--- config.mk ---
export PLATFORM = sky130hd
export DESIGN_NAME = shift_normalizer
export DESIGN_NICKNAME = d
export VERILOG_FILES = /design/src/rtl/shift_normalizer.sv
export SDC_FILE = /design/constraint.sdc
export NUM_CORES = 1
export LEC_CHECK = 0
export ABC_AREA = 1
export BUFFER_PORTS_ARGS = -buffer_cell sky130_fd_sc_hd__buf_2
export CAP_MARGIN = 10
export CORE_UTILIZATION = 50
export CTS_CLUSTER_SIZE = 12
export DETAILED_ROUTE_END_ITERATION = 16
export PLACE_DENSITY_LB_ADDON = 0.25
export SKIP_LAST_GASP = 1
export SLEW_MARGIN = 25
export SYNTH_ARGS = -nofsm -noshare
export SYNTH_HDL_FRONTEND = slang
export SYNTH_SLANG_ARGS = --single-unit
--- constraint.sdc ---
create_clock -name clk -period 2.1 [get_ports clk]
set_clock_uncertainty 0.15 [all_clocks]
set_input_delay 0.42 -clock clk [delete_from_list [all_inputs] [get_ports clk]]
set_output_delay 0.42 -clock clk [all_outputs]
set_load 0.01 [all_outputs]
--- src/rtl/shift_normalizer.sv ---
// +--------------------------------------------------------------------------+
// | Module      : shift_normalizer                                           |
// | Description : Multi-cycle normalizer (inverse of the barrel shifter).    |
// |               Shifts the accepted operand left one bit per cycle until   |
// |               its MSB is set, returning the normalized value, the number |
// |               of shifts applied and an all-zero flag.                    |
// |               Optional macro SIGNED_NORM_EN adds a signed_mode input     |
// |               that counts redundant sign bits instead of leading zeros.  |
// | Revision    : 1.0 - initial release                                      |
// +--------------------------------------------------------------------------+
`default_nettype none

module shift_normalizer #(
  parameter int WIDTH = 32,
  parameter int CW    = $clog2(WIDTH) + 1
) (
  input  logic             clk,
  input  logic             clr_n,
  input  logic             start,
`ifdef SIGNED_NORM_EN
  input  logic             signed_mode,
`endif
  input  logic [WIDTH-1:0] in,
  output logic             busy,
  output logic             done,
  output logic [WIDTH-1:0] out,
  output logic [CW-1:0]    count,
  output logic             zero
);

  localparam logic [CW-1:0] C_CNT_FULL = CW'(WIDTH);
  localparam logic [CW-1:0] C_CNT_SMAX = CW'(WIDTH - 1);
  localparam logic [CW-1:0] C_CNT_ONE  = CW'(1);

  typedef enum logic [1:0] {
    S_IDLE  = 2'd0,
    S_SHIFT = 2'd1,
    S_DONE  = 2'd2
  } state_t;

  state_t           state_q, state_d;
  logic [WIDTH-1:0] acc_q,   acc_d;
  logic [CW-1:0]    cnt_q,   cnt_d;
  logic             zin_q,   zin_d;    // operand-was-zero flag, published at DONE entry
  logic [WIDTH-1:0] out_q,   out_d;
  logic [CW-1:0]    count_q, count_d;
  logic             zero_q,  zero_d;

  // Signed-mode selection: live input at accept time, and the captured mode
  // that steers termination while shifting.
  logic             w_start_sgn;
  logic             w_sgn_mode;
  logic             w_sgn_stop;

`ifdef SIGNED_NORM_EN
  logic             sgn_q, sgn_d;

  assign w_start_sgn = signed_mode;
  assign w_sgn_mode  = sgn_q;
  // Stop once the top two bits differ, or when every bit below the MSB was
  // a redundant sign bit (covers 0 and all-ones).
  assign w_sgn_stop  = (acc_q[WIDTH-1] != acc_q[WIDTH-2]) || (cnt_q == C_CNT_SMAX);

  // Captured signed-mode register
  always_ff @(posedge clk or negedge clr_n) begin
    if (!clr_n) begin
      sgn_q <= 1'b0;
    end else begin
      sgn_q <= sgn_d;
    end
  end
`else
  logic             sgn_d;

  assign w_start_sgn = 1'b0;
  assign w_sgn_mode  = 1'b0;
  assign w_sgn_stop  = 1'b0;
`endif

  // State and datapath registers; clear abandons any operation in flight
  always_ff @(posedge clk or negedge clr_n) begin
    if (!clr_n) begin
      state_q <= S_IDLE;
      acc_q   <= '0;
      cnt_q   <= '0;
      zin_q   <= 1'b0;
      out_q   <= '0;
      count_q <= '0;
      zero_q  <= 1'b0;
    end else begin
      state_q <= state_d;
      acc_q   <= acc_d;
      cnt_q   <= cnt_d;
      zin_q   <= zin_d;
      out_q   <= out_d;
      count_q <= count_d;
      zero_q  <= zero_d;
    end
  end

  // Next-state and datapath control; results are only published on DONE entry
  always_comb begin
    state_d = state_q;
    acc_d   = acc_q;
    cnt_d   = cnt_q;
    zin_d   = zin_q;
    out_d   = out_q;
    count_d = count_q;
    zero_d  = zero_q;
`ifdef SIGNED_NORM_EN
    sgn_d   = sgn_q;
`else
    sgn_d   = 1'b0;
`endif

    unique case (state_q)
      S_IDLE: begin
        if (start) begin
          acc_d   = in;
          cnt_d   = '0;
          zin_d   = (in == '0);
          sgn_d   = w_start_sgn;
          state_d = S_SHIFT;
        end
      end

      S_SHIFT: begin
        if (w_sgn_mode) begin
          if (w_sgn_stop) begin
            state_d = S_DONE;
          end else begin
            acc_d = {acc_q[WIDTH-2:0], 1'b0};
            cnt_d = cnt_q + C_CNT_ONE;
          end
        end else if (acc_q == '0) begin
          // Nothing to find: report a full-width count immediately.
          cnt_d   = C_CNT_FULL;
          state_d = S_DONE;
        end else if (acc_q[WIDTH-1]) begin
          state_d = S_DONE;
        end else begin
          acc_d = {acc_q[WIDTH-2:0], 1'b0};
          cnt_d = cnt_q + C_CNT_ONE;
        end

        if (state_d == S_DONE) begin
          out_d   = acc_q;
          count_d = cnt_d;
          zero_d  = zin_q;
        end
      end

      S_DONE: begin
        // Any start seen here is dropped, not queued.
        state_d = S_IDLE;
      end

      default: begin
        state_d = S_IDLE;
      end
    endcase
  end

  assign busy  = (state_q == S_SHIFT);
  assign done  = (state_q == S_DONE);
  assign out   = out_q;
  assign count = count_q;
  assign zero  = zero_q;

endmodule

`default_nettype wire
**Word level (Yosys, flattened, before mapping)**

Cells that the tools add are included.

- Add/subtract/negate cells: 1
- Reduce and logical (&&, ||, !) cells: 9
- Equal/unequal tests: 6
- Mux-type cells: 13

Operators with widths:

| kind | number |
|---|---|
| two-way mux 32 bit | 3 |
| logical NOT 32 bit | 2 |
| case mux 32 bit (2 select lines) | 1 |
| two-way mux 6 bit | 3 |
| case mux 6 bit (2 select lines) | 1 |
| two-way mux 2 bit | 4 |
| adder 6 x 1 -> 6 bit (second input constant) | 1 |
| != test 2 bit (second input constant) | 3 |
| AND reduction 2 bit | 3 |
| equality test 2 bit (second input constant) | 2 |
| case mux 2 bit (2 select lines) | 1 |
| AND reduction 4 bit | 1 |
| AND reduction 3 bit | 1 |
| equality test 2 x 1 -> 1 bit (second input constant) | 1 |
| logical NOT 2 bit | 1 |
| nonzero test 2 bit | 1 |

- Bits of input ports: 35
- Output and inout port bits: 41
- Word-level logic and storage cells: 37
- Register bits: 80

**Longest topological paths before layout**

Gate-level depths: netlist of the first run.

- Word-level depth: 5
- Depth in mapped cells: 10
- Depth with buffers taken out: 9

**Least setup slack after synthesis of the first run**

OpenSTA, ideal clock, no wires.

- Path kind: register to register
- Start: register acc_q[26]
- End: register out_q[16], in the netlist out[16]
- Data arrival time: 1.358 ns
- Setup slack: 0.475 ns
- Cell stages (with the launch flop): 11
- Setup time: 0.117 ns
- Period minus slack after synthesis: 1.625 ns
- Cells stage by stage: dfrtp_1 -> nor2_1 -> nand2_1 -> nor2_1 -> nand2_2 -> nor2_4 -> nand2_4 -> buf_6 -> buf_6 -> nand3_2 -> nand2_1

- Word-level cells in the longest chain between the ends: 5

Ends and longest elaborated chain:

| element | line | text |
|---|---|---|
| start: declaration | 42 | `logic [WIDTH-1:0] acc_q, acc_d;` |
| start signal: assignment | 84 | `acc_q <= '0;` |
| start signal: assignment | 92 | `acc_q <= acc_d;` |
| logical NOT 32 bit | 135 | `end else if (acc_q == '0) begin` |
| two-way mux 2 bit | 135 |  |
| two-way mux 2 bit | 116 | `unique case (state_q)` |
| equality test 2 bit | 146 | `if (state_d == S_DONE) begin` |
| AND reduction 2 bit (no line) | n/a |  |
| end signal: assignment | 95 | `out_q <= out_d;` |
| end: declaration | 45 | `logic [WIDTH-1:0] out_q, out_d;` |

No other way between the ends. The select of a mux whose other input is x is not followed.
A chain may end at the register's enable or synchronous reset.

**Worst setup path in the final report of the first run**

- Start: register state_q[0]
- End: output port busy

- Word-level cells in the longest chain between the ends: 1

Ends and longest elaborated chain:

| element | line | text |
|---|---|---|
| start: declaration | 41 | `state_t state_q, state_d;` |
| start signal: assignment | 91 | `state_q <= state_d;` |
| equality test 2 x 1 -> 1 bit | 164 | `assign busy = (state_q == S_SHIFT);` |
| end: declaration | 24 | `output logic busy,` |

No other way between the ends.

==> results of run 1 <==
## synthesized netlist by cell type
| cell type | n |
|---|---|
| a21oi_1 | 1 |
| a22o_1 | 3 |
| buf_1 | 1 |
| buf_2 | 11 |
| buf_4 | 3 |
| buf_6 | 2 |
| clkbuf_1 | 10 |
| dfrtp_1 | 80 |
| ha_1 | 1 |
| inv_1 | 39 |
| inv_2 | 2 |
| nand2_1 | 210 |
| nand2_2 | 1 |
| nand2_4 | 2 |
| nand3_1 | 71 |
| nand3_2 | 10 |
| nand4_1 | 4 |
| nor2_1 | 35 |
| nor2_4 | 1 |
| nor3_1 | 3 |
| o21ai_0 | 24 |
| o21ai_2 | 1 |
| o22ai_1 | 4 |
| or2_2 | 1 |
| xor2_1 | 2 |
## what timing repair did
action,CTS,global route
hold endpoints to repair,33,0
hold buffers,1,0
setup buffers,0,3
resized for setup,0,1
endpoints found under the setup margin,0,1
## kinds of logic after synthesis
logic type | Yosys count
buf+inv | 68
xor+xnor | 2
fa+ha+maj | 1
flops | 80
simple gates | 338
compound gates | 33
## metrics by stage
stage               instance area, sq um  hold slack, ps  std cells
CTS                                 4690             163        701
detailed placement                  4460             250        686
global placement                    4460             249        686
floorplan                           3970           -25.6        522
global route                        4720             164        704
finish                              4720             175        704
## critical path, cell delays in order (launching register included)
cell,delay (ps)
dfrtp_1,400
nand2_1,140
buf_4,210
clkinvlp_4,150
buf_2,160
## area by class of cell
cell class                      instances  area (sq um)
Fill cell                             719          2970
Clock inverter                          4          95.1
Inverter                               41           158
Timing Repair Buffer                   93           528
Sequential cell                        80          2000
Multi-Input combinational cell        374          1680
Tap cell                              102           128
Clock buffer                           10           128
## power breakdown
group / switching (mW) / internal, mW
Sequential: 0.475 / 2.15
Combinational: 1.94 / 1.11
Clock: 0.530 / 0.775
Total: 2.94 / 4.03
## state kept, by name, summed over array words and instances (netlist names)
register,flops
acc_q,32
zin_q,1
out,32
count,6
zero,1
state_q,2
cnt_q,6
## layout by cell type (no fill, tap or decap), drive strengths merged
cell,synthesis,final
o22ai,4,4
a21oi,1,1
nand3,81,81
inv,41,40
buf,17,92
ha,1,1
or2,1,1
o21ai,25,25
nor3,3,3
clkbuf,10,10
a22o,3,3
nor2,36,36
nand2,213,213
dfrtp,80,80
clkinv,0,1
dlygate4sd3,0,1
bufinv,0,3
clkinvlp,0,1
nand4,4,4
xor2,2,2
## per-layer routing
layer  up-vias  track usage  part of all wire
met2       167        0.384              0.46
li1       1791            -                 -
met3        24       0.0511             0.072
met4         0       0.0939             0.023
met5         -            0                 0
met1      1709        0.373              0.45
## worst max path at each step
stage	start	endpoint	slack, ps	cells after the start
after floorplan	acc_q[26]	out[16]	480	10
after global placement	acc_q[16]	out[27]	210	9
after detailed placement	acc_q[16]	out[27]	180	9
after CTS	state_q[1]	busy	40	5
after global routing	acc_q[16]	out[15]	20	9
final	state_q[0]	busy	110	4
==> flow_summary.toml, run 1 <==
[clock_network]
clk_pin_slew_ps = 80
cts_buffers = 9
clkSinkCount = 80
htree_num_levels = 3
clockBufferDepth = 2
clock-root-buffer = "clkbuf_8"
clock_latency_ps = 350
cts_tree = "yes"

[min_path]
min_to = "acc_q[0]"
hold_start = "in[0]"
holdPathStages = 3
hp-class = "input port to flop"

[cells_and_area]
finalNetCount = 635
drive_gt1_frac = 0.208
fin_util = 0.614
antennaDiodeCount = 0
syn2layout_area_growth_pct = 18.7

[sta]
layout_min_cycle_time_ps = 1990
fmax_ghz = 0.504
relSlewSlack = 0.703
layout_setup_ws_ps = 114
hold_violations = 0
setup_viol_count_final = 0
worstMarginPinSlew_ps = 446
slew_viol_final = 0
post-route-period-util = 0.946
rsz0062_at_grt = "no"
tns_ps = 0

[global_route]
gr-total-overflow = 0
grt_pass1_vias = 3479
grt_use_total = 0.258
antenna_found_initial = 0
grt_max_degree = 48
grt_pass1_wl_microns = 16800

[critical_path]
worst_setup_path_end_kind = "primary output"
path_class = "flop to primary output"
path_max_fanout = 10
regToRegStartpoint = "acc_q[16]"
ff2ff_path_depth = 9
cp_data_required_time_ps = 1530
reg2reg_to = "out[27]"
regToRegSetupSlack_ps = 170
start_kind = "flop"
cp.arrival_ps = 1420

[power_and_ir_drop]
power_density_mw_per_mm2 = 1480
ir_drop_mv = 0.773
leakage_nw = 2.67
power.total_mw = 6.98

[synth]
syn_area_per_cell_sq_um = 7.61
synth_warnings = 0
synthSimpleGateAreaFrac = 0.368
netlist_top_cells_area = "dfrtp_1 (50%), nand2_1 (20%), nand3_1 (8.9%)"
synth-compound-area-share = 0.0466
synth_xor_area_frac = 0.00441
synthAdderAreaFrac = 0.00315
synth.yosys.seq_area_share = 0.504
synth_top_family_by_area = "simple AND/OR/NAND/NOR gates"
synth_top_area_share = 0.504
yosysUniqueCellTypes = 25
synth_top_area_cell = "dfrtp_1"
ys_seq_elements = 80
syn_nets = 558
muxShareOfSynthArea = 0
synth_cells = 522
synth_area_sq_mm = 0.00397

[floorplanning]
die_area_sq_mm = 0.00831
num_rows = 32
die_h_microns = 91.2
die_w_microns = 91.2
initial_utilization = 0.517
ioPinCount = 76
core-area_sq_mm = 0.00769

[route]
drtIter0Drc = 239
via_per_inst = 5.24
ant_nets = 0
wl_microns = 9930
dr.pass1.iters = 7
vias = 3691
routedWlPerCell_microns = 14.1
drc = 0

[placement]
gp_congestion = 0.882
place_ws_ps = 185
hpwlAfterDp_microns = 6840
io_buffer_count = 75

[run_status]
status = "finished clean"

[run]
cap_violations = 0
(Power assumes the default switching activity.)
==> run 2: changes to the inputs <==
--- a/config.mk
+++ b/config.mk
@@ -9,6 +9,7 @@
 export BUFFER_PORTS_ARGS = -buffer_cell sky130_fd_sc_hd__buf_2
 export CAP_MARGIN = 10
 export CORE_UTILIZATION = 50
+export CTS_BUF_LIST = sky130_fd_sc_hd__clkbuf_8
 export CTS_CLUSTER_SIZE = 12
 export DETAILED_ROUTE_END_ITERATION = 16
 export PLACE_DENSITY_LB_ADDON = 0.25
==> flow_summary.toml, run 2 (same netlist as run 1, synthesis figures left out) <==
[run_status]
status = "finished clean"

[cells_and_area]
seq_area_sq_mm = 0.00200
syn2layout_area_growth_pct = 18.7
multi_input_area_sq_mm = 0.00168
final_cell_mix = "nand2_1 (210), dfrtp_1 (80), buf_2 (74)"
finalNetCount = 635
drive_gt1_frac = 0.208
layout_commonest_cell = "nand2_1"
nFillCells = 719
antennaDiodeCount = 0

[global_route]
gr-total-overflow = 0
antenna_found_initial = 0
grt_pass1_wl_microns = 16800
grt_max_degree = 48
grt_pass1_vias = 3479
grt_use_total = 0.258

[clock_network]
clkSinkCount = 80
htree_num_levels = 3
clock_latency_ps = 350
clockBufferDepth = 2
clk_pin_slew_ps = 80
cts_tree = "yes"
cts_buffers = 9
clock-root-buffer = "clkbuf_8"

[critical_path]
critPathMaxStageDelay_ps = 400
cp_num_buf_inv = 3
worst_setup_path_end_kind = "primary output"
cp.arrival_ps = 1410
path_max_fanout = 10
path_class = "flop to primary output"
cp_data_required_time_ps = 1530
slowest_stage = "dfrtp_1"
crit_chain = "nand2_1, buf_4, clkinvlp_4, buf_2"
start_kind = "flop"
path_delay_family = "buffers and inverters"

[power_and_ir_drop]
ir_drop_mv = 0.773
power.total_mw = 6.97
power_frac_clock = 0.186
combPwrFrac = 0.437
switchingPower_mw = 2.94
swShare = 0.422
sequentialPowerShare = 0.377
power_density_mw_per_mm2 = 1480
leakage_nw = 2.68
intPower_mw = 4.03

[min_path]
hp-class = "input port to flop"

[sta]
tns_ps = 0
worstMarginPinSlew_ps = 446
hold_violations = 0
setup_viol_count_final = 0
rsz0062_at_grt = "no"
fmax_ghz = 0.504
fin_hold_ws_ps = 175
layout_min_cycle_time_ps = 1980
slew_viol_final = 0
relSlewSlack = 0.703
post-route-period-util = 0.944

[floorplanning]
initial_utilization = 0.517
die_w_microns = 91.2
die_h_microns = 91.2
num_rows = 32
die_area_sq_mm = 0.00831
core-area_sq_mm = 0.00769
ioPinCount = 76

[route]
ant_nets = 0
via_per_inst = 5.29
dr.pass1.iters = 7
drtIter0Drc = 248
routedWlPerCell_microns = 14.1
wl_microns = 9950
drc = 0
vias = 3724

[placement]
hpwlAfterDp_microns = 6840
io_buffer_count = 75
gp_congestion = 0.882

[run]
cap_violations = 0
==> run 2: area by class of cell <==
| type | instances | area share |
|---|---|---|
| sequential | 80 | 0.424 |
| multi-input combinational | 374 | 0.356 |
| clock buffer | 9 | 0.0263 |
| clock inverter | 5 | 0.0210 |
| tap | 102 | 0.0271 |
| timing repair buffer | 93 | 0.112 |
| inverter | 41 | 0.0334 |
==> run 2: per-layer routing <==
metal	wire [microns]	vias up	global-route usage
met5	0	-	0
met4	234	0	0.0939
met3	733	26	0.0511
li1	-	1790	-
met1	4420	1733	0.373
met2	4560	175	0.384
==> run 2: path summary, 6_finish.rpt <==
check | startpoint | endpoint | slack [ps] | cells after the start
setup / recovery | state_q[0] | busy | 120 | 4
hold / removal | in[0] | acc_q[0] | 180 | 3
setup reg to reg | acc_q[16] | out[27] | 170 | 9
min in group asynchronous | clr_n | cnt_q[5] | 400 | 2
max in group asynchronous | clr_n | acc_q[1] | 790 | 3
hold reg to reg | out[31] | out[31] | 320 | 2
==> run 2: per-stage QoR <==
stage	setup WS (ps)	std cells	utilization	cell area [sq um]
final	118	704	0.614	4720
after global routing	24.9	704	0.614	4720
after CTS	44.4	701	0.610	4690
after detailed placement	185	686	0.580	4460
after global placement	207	686	0.580	4460
after floorplan	475	522	-	3970
==> run 2: repair_timing <==
item	CTS	global route
resized for setup	0	1
endpoints found under the hold margin	33	0
hold buffers	1	0
setup buffers	0	3
endpoints found under the setup margin	0	1
==> run 2: worst register-to-register path, stage by stage (launching register included) <==
cell	delay [ps]
dfrtp_1	420
nor2_1	120
nand2_1	60
nor2_1	180
nand2_2	120
nor2_4	200
nand2_4	80
nand2_4	310
nand2_1	150
nand2_1	80
==> run 2: power groups by stage <==
stage	clock network [mW]	registers, mW	logic, mW
after floorplan	0	2.68	1.96
after global placement	0	2.62	2.90
after detailed placement	0	2.65	2.96
after CTS	1.32	2.62	2.98
after global routing	1.39	2.70	3.44
final	1.30	2.63	3.05
